===== src/rtl/tbus_arbiter.sv =====
// Round-robin owner select for a shared tristate bus: one-hot grant drives the
// driver enables, with a programmable dead gap between owners and a hold timeout.
module tbus_arbiter #(
  parameter int N          = 4,
  parameter int MAXHOLD    = 16,
  parameter int TURNAROUND = 1
) (
  input  logic                                  CLK,
  input  logic                                  RESET,
  input  logic [N-1:0]                          REQ,
  output logic [N-1:0]                          GNT,
  output logic                                  BUSY,
  output logic [((N > 1) ? $clog2(N) : 1)-1:0]  OWNER,
  output logic                                  TIMEOUT
);

  localparam int OW = (N > 1) ? $clog2(N) : 1;
  localparam int HW = (MAXHOLD > 0) ? $clog2(MAXHOLD + 1) : 1;
  localparam int TW = (TURNAROUND > 0) ? $clog2(TURNAROUND + 1) : 1;

  localparam logic [HW-1:0] HOLD_MAX  = HW'(MAXHOLD);
  localparam logic [TW-1:0] TURN_LOAD = TW'(TURNAROUND);
  localparam logic [N-1:0]  ONE_HOT0  = {{(N-1){1'b0}}, 1'b1};

  typedef enum logic [1:0] {IDLE, GRANT, TURN} state_t;

  state_t          state_reg;
  logic [OW-1:0]   ptr_reg;
  logic [HW-1:0]   hold_reg;
  logic [TW-1:0]   turn_reg;

  logic [OW-1:0]   ptr_after_owner;
  logic [OW-1:0]   search_start;
  logic [OW:0]     pick;
  logic            win_found;
  logic [OW-1:0]   win_idx;
  logic            keep_grant;

  // Returns {found, index} of the first set request scanning from start, mod N.
  function automatic logic [OW:0] rr_pick(input logic [N-1:0] req, input logic [OW-1:0] start);
    logic [OW:0] res;
    int          idx;
    res = '0;
    for (int k = N - 1; k >= 0; k--) begin
      idx = int'(start) + k;
      if (idx >= N) idx = idx - N;
      if (req[idx]) res = {1'b1, OW'(idx)};
    end
    return res;
  endfunction

  always_comb begin
    ptr_after_owner = (OWNER == OW'(N - 1)) ? '0 : OWNER + 1'b1;
    // Leaving GRANT with no gap must already search from the post-release pointer.
    search_start = (state_reg == GRANT) ? ptr_after_owner : ptr_reg;
    pick         = rr_pick(REQ, search_start);
    win_found    = pick[OW];
    win_idx      = pick[OW-1:0];
    keep_grant   = REQ[OWNER] && ((MAXHOLD == 0) || (hold_reg < HOLD_MAX));
  end

  always_ff @(posedge CLK or negedge RESET) begin
    if (!RESET) begin
      state_reg <= IDLE;
      ptr_reg   <= '0;
      hold_reg  <= '0;
      turn_reg  <= '0;
      GNT       <= '0;
      BUSY      <= 1'b0;
      OWNER     <= '0;
      TIMEOUT   <= 1'b0;
    end else begin
      TIMEOUT <= 1'b0;
      case (state_reg)
        IDLE: begin
          if (win_found) begin
            GNT       <= ONE_HOT0 << win_idx;
            BUSY      <= 1'b1;
            OWNER     <= win_idx;
            hold_reg  <= HW'(1);
            state_reg <= GRANT;
          end
        end

        GRANT: begin
          if (keep_grant) begin
            if (hold_reg != '1) hold_reg <= hold_reg + 1'b1;
          end else begin
            TIMEOUT <= REQ[OWNER];
            ptr_reg <= ptr_after_owner;
            if (TURNAROUND > 0) begin
              GNT       <= '0;
              BUSY      <= 1'b0;
              turn_reg  <= TURN_LOAD;
              state_reg <= TURN;
            end else if (win_found) begin
              GNT       <= ONE_HOT0 << win_idx;
              BUSY      <= 1'b1;
              OWNER     <= win_idx;
              hold_reg  <= HW'(1);
            end else begin
              GNT       <= '0;
              BUSY      <= 1'b0;
              state_reg <= IDLE;
            end
          end
        end

        TURN: begin
          if (turn_reg > TW'(1)) begin
            turn_reg <= turn_reg - 1'b1;
          end else begin
            turn_reg <= '0;
            if (win_found) begin
              GNT       <= ONE_HOT0 << win_idx;
              BUSY      <= 1'b1;
              OWNER     <= win_idx;
              hold_reg  <= HW'(1);
              state_reg <= GRANT;
            end else begin
              state_reg <= IDLE;
            end
          end
        end

        default: begin
          GNT       <= '0;
          BUSY      <= 1'b0;
          state_reg <= IDLE;
        end
      endcase
    end
  end

endmodule


===== config.mk =====
export PLATFORM = sky130hd
export DESIGN_NAME = tbus_arbiter
export DESIGN_NICKNAME = d
export VERILOG_FILES = /design/src/rtl/tbus_arbiter.sv
export SDC_FILE = /design/constraint.sdc
export NUM_CORES = 1
export LEC_CHECK = 0
export ABC_AREA = 1
export BUFFER_PORTS_ARGS = -buffer_cell sky130_fd_sc_hd__buf_2
export CAP_MARGIN = 40
export CORE_MARGIN = 5
export CORE_UTILIZATION = 60
export CTS_CLUSTER_DIAMETER = 80
export DETAILED_ROUTE_END_ITERATION = 10
export HOLD_SLACK_MARGIN = 0.12
export PLACE_DENSITY = 0.82
export SYNTH_ARGS = -nofsm -noshare
export SYNTH_HDL_FRONTEND = slang
export SYNTH_SLANG_ARGS = --single-unit

===== constraint.sdc =====
create_clock -name CLK -period 3.5 [get_ports CLK]
set_clock_uncertainty 0.2 [all_clocks]
set_input_delay 0.525 -clock CLK [delete_from_list [all_inputs] [get_ports CLK]]
set_output_delay 0.525 -clock CLK [all_outputs]
set_load 0.005 [all_outputs]

==> reports/qor.csv <==
stage,metric,value,unit
clock_network,cts_tree,done,
finish,post-route-util,0.7191,
global_routing,grt_pass1_vias,971,
outcome,status,"finished, final reports clean",
yosys,yosys.area_share.adder,0.03275,
yosys,synth_top_family_by_area,simple AND/OR/NAND/NOR gates,
global_routing,antenna_found_initial,0,
drt,avgViaCountPerCell,5.029,
yosys,synth-compound-area-share,0.05568,
finish,nets,194,
clock_network,cts_setup_buffers,0,
global_routing,grt_max_degree,18,
pwr,pwr-share-seq,0.237,
clock_network,clk_pin_slew,0.10,ns
finish,antennaDiodeCount,0,
pwr,power_density,1099,nW/µm²
worst_hold_path,hp-class,register to register,
setup_path,cp_max_fo,12,
pwr,ir_drop,0.6598,mV
floorplan,initial_core_util,0.6496,
yosys,synth_top_area_frac,0.3712,
yosys,synth_area_leaders,"dfrtp_1, nand2_1, nand3_1, nand2_2, inv_1",
pwr,swShare,0.5438,
global_routing,grt_use_total,0.1888,
floorplan,pin_count,14,
pwr,p_leak,0.7312,nW
pwr,power.net_switching,0.7583,mW
finish,area.growth.synth_to_final,10.70,%
clock_network,cts_root_buffer,clkbuf_4,
clock_network,clk_latency,0.29,ns
yosys,synth_cell_types,21,
floorplan,die_w,53.71,µm
drt,totalWireLength,2.223,mm
drt,drt_iter0_drc,19,
drt,num_vias,1051,
finish,drive_above_1_share,0.2011,
timing,finalCritPeriodShare,0.6389,
setup_path,cp-end-kind,register,
timing,worstMarginPinSlew,0.3677,ns
yosys,synth_fp_nets,176,
timing,hold_viol,0,
yosys,synthSimpleGateAreaFrac,0.4465,
pwr,p_clk_frac,0.073,
finish,largest_reg_flops,5,
global_routing,grt_pass1_wl,4.077,mm
clock_network,clockBufferDepth,2,
drt,wl_per_cell,10.64,µm
setup_path,reg2regPathDepth,13,
floorplan,dieArea,2884,µm²
drt,first_pass_iters,4,
pwr,internal_power,0.6361,mW
setup_path,cp-start-kind,register,
flow_run,drv_cap,0,
setup_path,cp_data_required_time,3.48,ns
yosys,netlist_area,1146,µm²
timing,setup_viol,0,
timing,maxSlewViolCount,0,
global_routing,overflow,0,
worst_hold_path,holdPathStages,2,
timing,finalCriticalPeriod,2.236,ns
yosys,synth-xor-area-share,0.01528,
yosys,ys_seq_elements,17,
setup_path,arrival,2.22,ns
yosys,avgSynthCellArea,6.863,µm²
clock_network,htree_levels,1,
setup_path,criticalPathCategory,register to register,
drt,drc,0,
pwr,power.share.combinational,0.689,
yosys,synth-seq-area-share,0.3712,
timing,fmax,447.2,MHz
timing,slew_headroom,0.7549,
drt,ant_nets,0,
floorplan,die_height,53.71,µm
timing,tns,0,ns
placed_design,io_buffers,13,
placed_design,gp_congestion,0.8800,
clock_network,cts_sinks,17,
timing,rsz0062_at_grt,false,
yosys,muxShareOfSynthArea,0,
yosys,post_synth_inst_count,167,
floorplan,core,1764,µm²
floorplan,num_rows,15,
clock_network,cts_made_buffers,3,
placed_design,hpwl,1.830,mm
yosys,synth_top_area_cell,dfrtp_1,
yosys,yosys_warnings,0,
==> cell usage after synthesis <==
library cell   n
a21boi_2       1
o211ai_1       1
xor2_1         2
nor3_1         1
nand2_1       61
nand2_4        2
inv_2          2
o21ai_0        5
nand3_1       19
a21oi_1        1
buf_6          1
and2_1         1
nor2_1        13
dfrtp_1       17
ha_1           3
nand4_2        1
nor2_2         1
o21ai_1        3
nand2_2       12
inv_1         19
nor2_4         1
==> metrics by stage <==
step / instance area [µm²] / setup slack, ns / cells / hold slack (ns) / total power [mW]
floorplan: 1146 / 1.508 / 167 / 0.02941 / 1.114
global placement: 1231 / 1.327 / 204 / 0.2536 / 1.272
detailed placement: 1231 / 1.272 / 204 / 0.2571 / 1.298
CTS: 1269 / 1.256 / 209 / 0.3122 / 1.404
global route: 1269 / 1.037 / 209 / 0.3428 / 1.580
finish: 1269 / 1.264 / 209 / 0.3086 / 1.394
==> area by class of cell <==
cell class / count / area, µm²
Clock inverter: 1 / 5.005
Inverter: 21 / 78.83
Multi-Input combinational cell: 128 / 630.6
Clock buffer: 3 / 22.52
Timing Repair Buffer: 14 / 75.07
Tap cell: 25 / 31.28
Fill cell: 168 / 495.5
Sequential cell: 17 / 425.4
==> path summary, 6_finish.rpt <==
kind                          start      endpoint  slack [ns]
setup / recovery           OWNER[0]   hold_reg[0]        1.26
min in group asynchronous     RESET  state_reg[0]        0.48
max in group asynchronous     RESET      OWNER[0]        2.35
hold reg to reg                BUSY          BUSY        0.31
setup reg to reg           OWNER[0]   hold_reg[0]        1.26
hold / removal                 BUSY          BUSY        0.31
==> cell usage in the layout, fill, tap and decap left out, types with 5 or more instances in the layout <==
cell type  netlist  final
inv_1           19     19
nand2_2         12     12
nand2_1         61     61
nand3_1         19     19
o21ai_0          5      5
dfrtp_1         17     17
buf_2            0     13
nor2_1          13     13
==> power groups by stage <==
| stage | Combinational (mW) | Sequential, mW | Clock, mW |
|---|---|---|---|
| 2_1_floorplan | 0.786 | 0.328 | 0 |
| 3_3_place_gp | 0.941 | 0.332 | 0 |
| 6_report | 0.961 | 0.331 | 0.102 |
| 5_1_grt | 1.12 | 0.343 | 0.116 |
| 3_5_place_dp | 0.962 | 0.336 | 0 |
| 4_1_cts | 0.968 | 0.331 | 0.105 |
==> per-layer routing <==
metal  share of wire  global-route usage  up-vias
li1                -                   -      554
met1            0.45              0.2452      481
met2            0.52              0.3327       12
met3           0.022             0.01662        4
met4          0.0054             0.05106        0
met5               0                   0        -
==> critical path, cell delays in order (launching register included) <==
cell and delay [ns]:
dfrtp_1 0.47, ha_1 0.33, inv_1 0.07, nand3_1 0.07, nand2_1 0.13, nand2_1 0.08, nand2_2 0.08, nand2_1 0.06
nand2_2 0.07, nand4_2 0.09, nand2_2 0.19, nand2_1 0.12, nor2_1 0.10, nor2_1 0.05
==> logic make-up after synthesis <==
| group | Yosys count |
|---|---|
| compound gates | 11 |
| xor+xnor | 2 |
| fa+ha+maj | 3 |
| buf+inv | 22 |
| flops | 17 |
| simple gates | 112 |
==> what timing repair did <==
item                                   CTS  global route
endpoints found under the hold margin   17             0
gates resized for setup                  0             0
hold buffers                             1             0
Note: power is estimated with default switching activity, not from simulation.
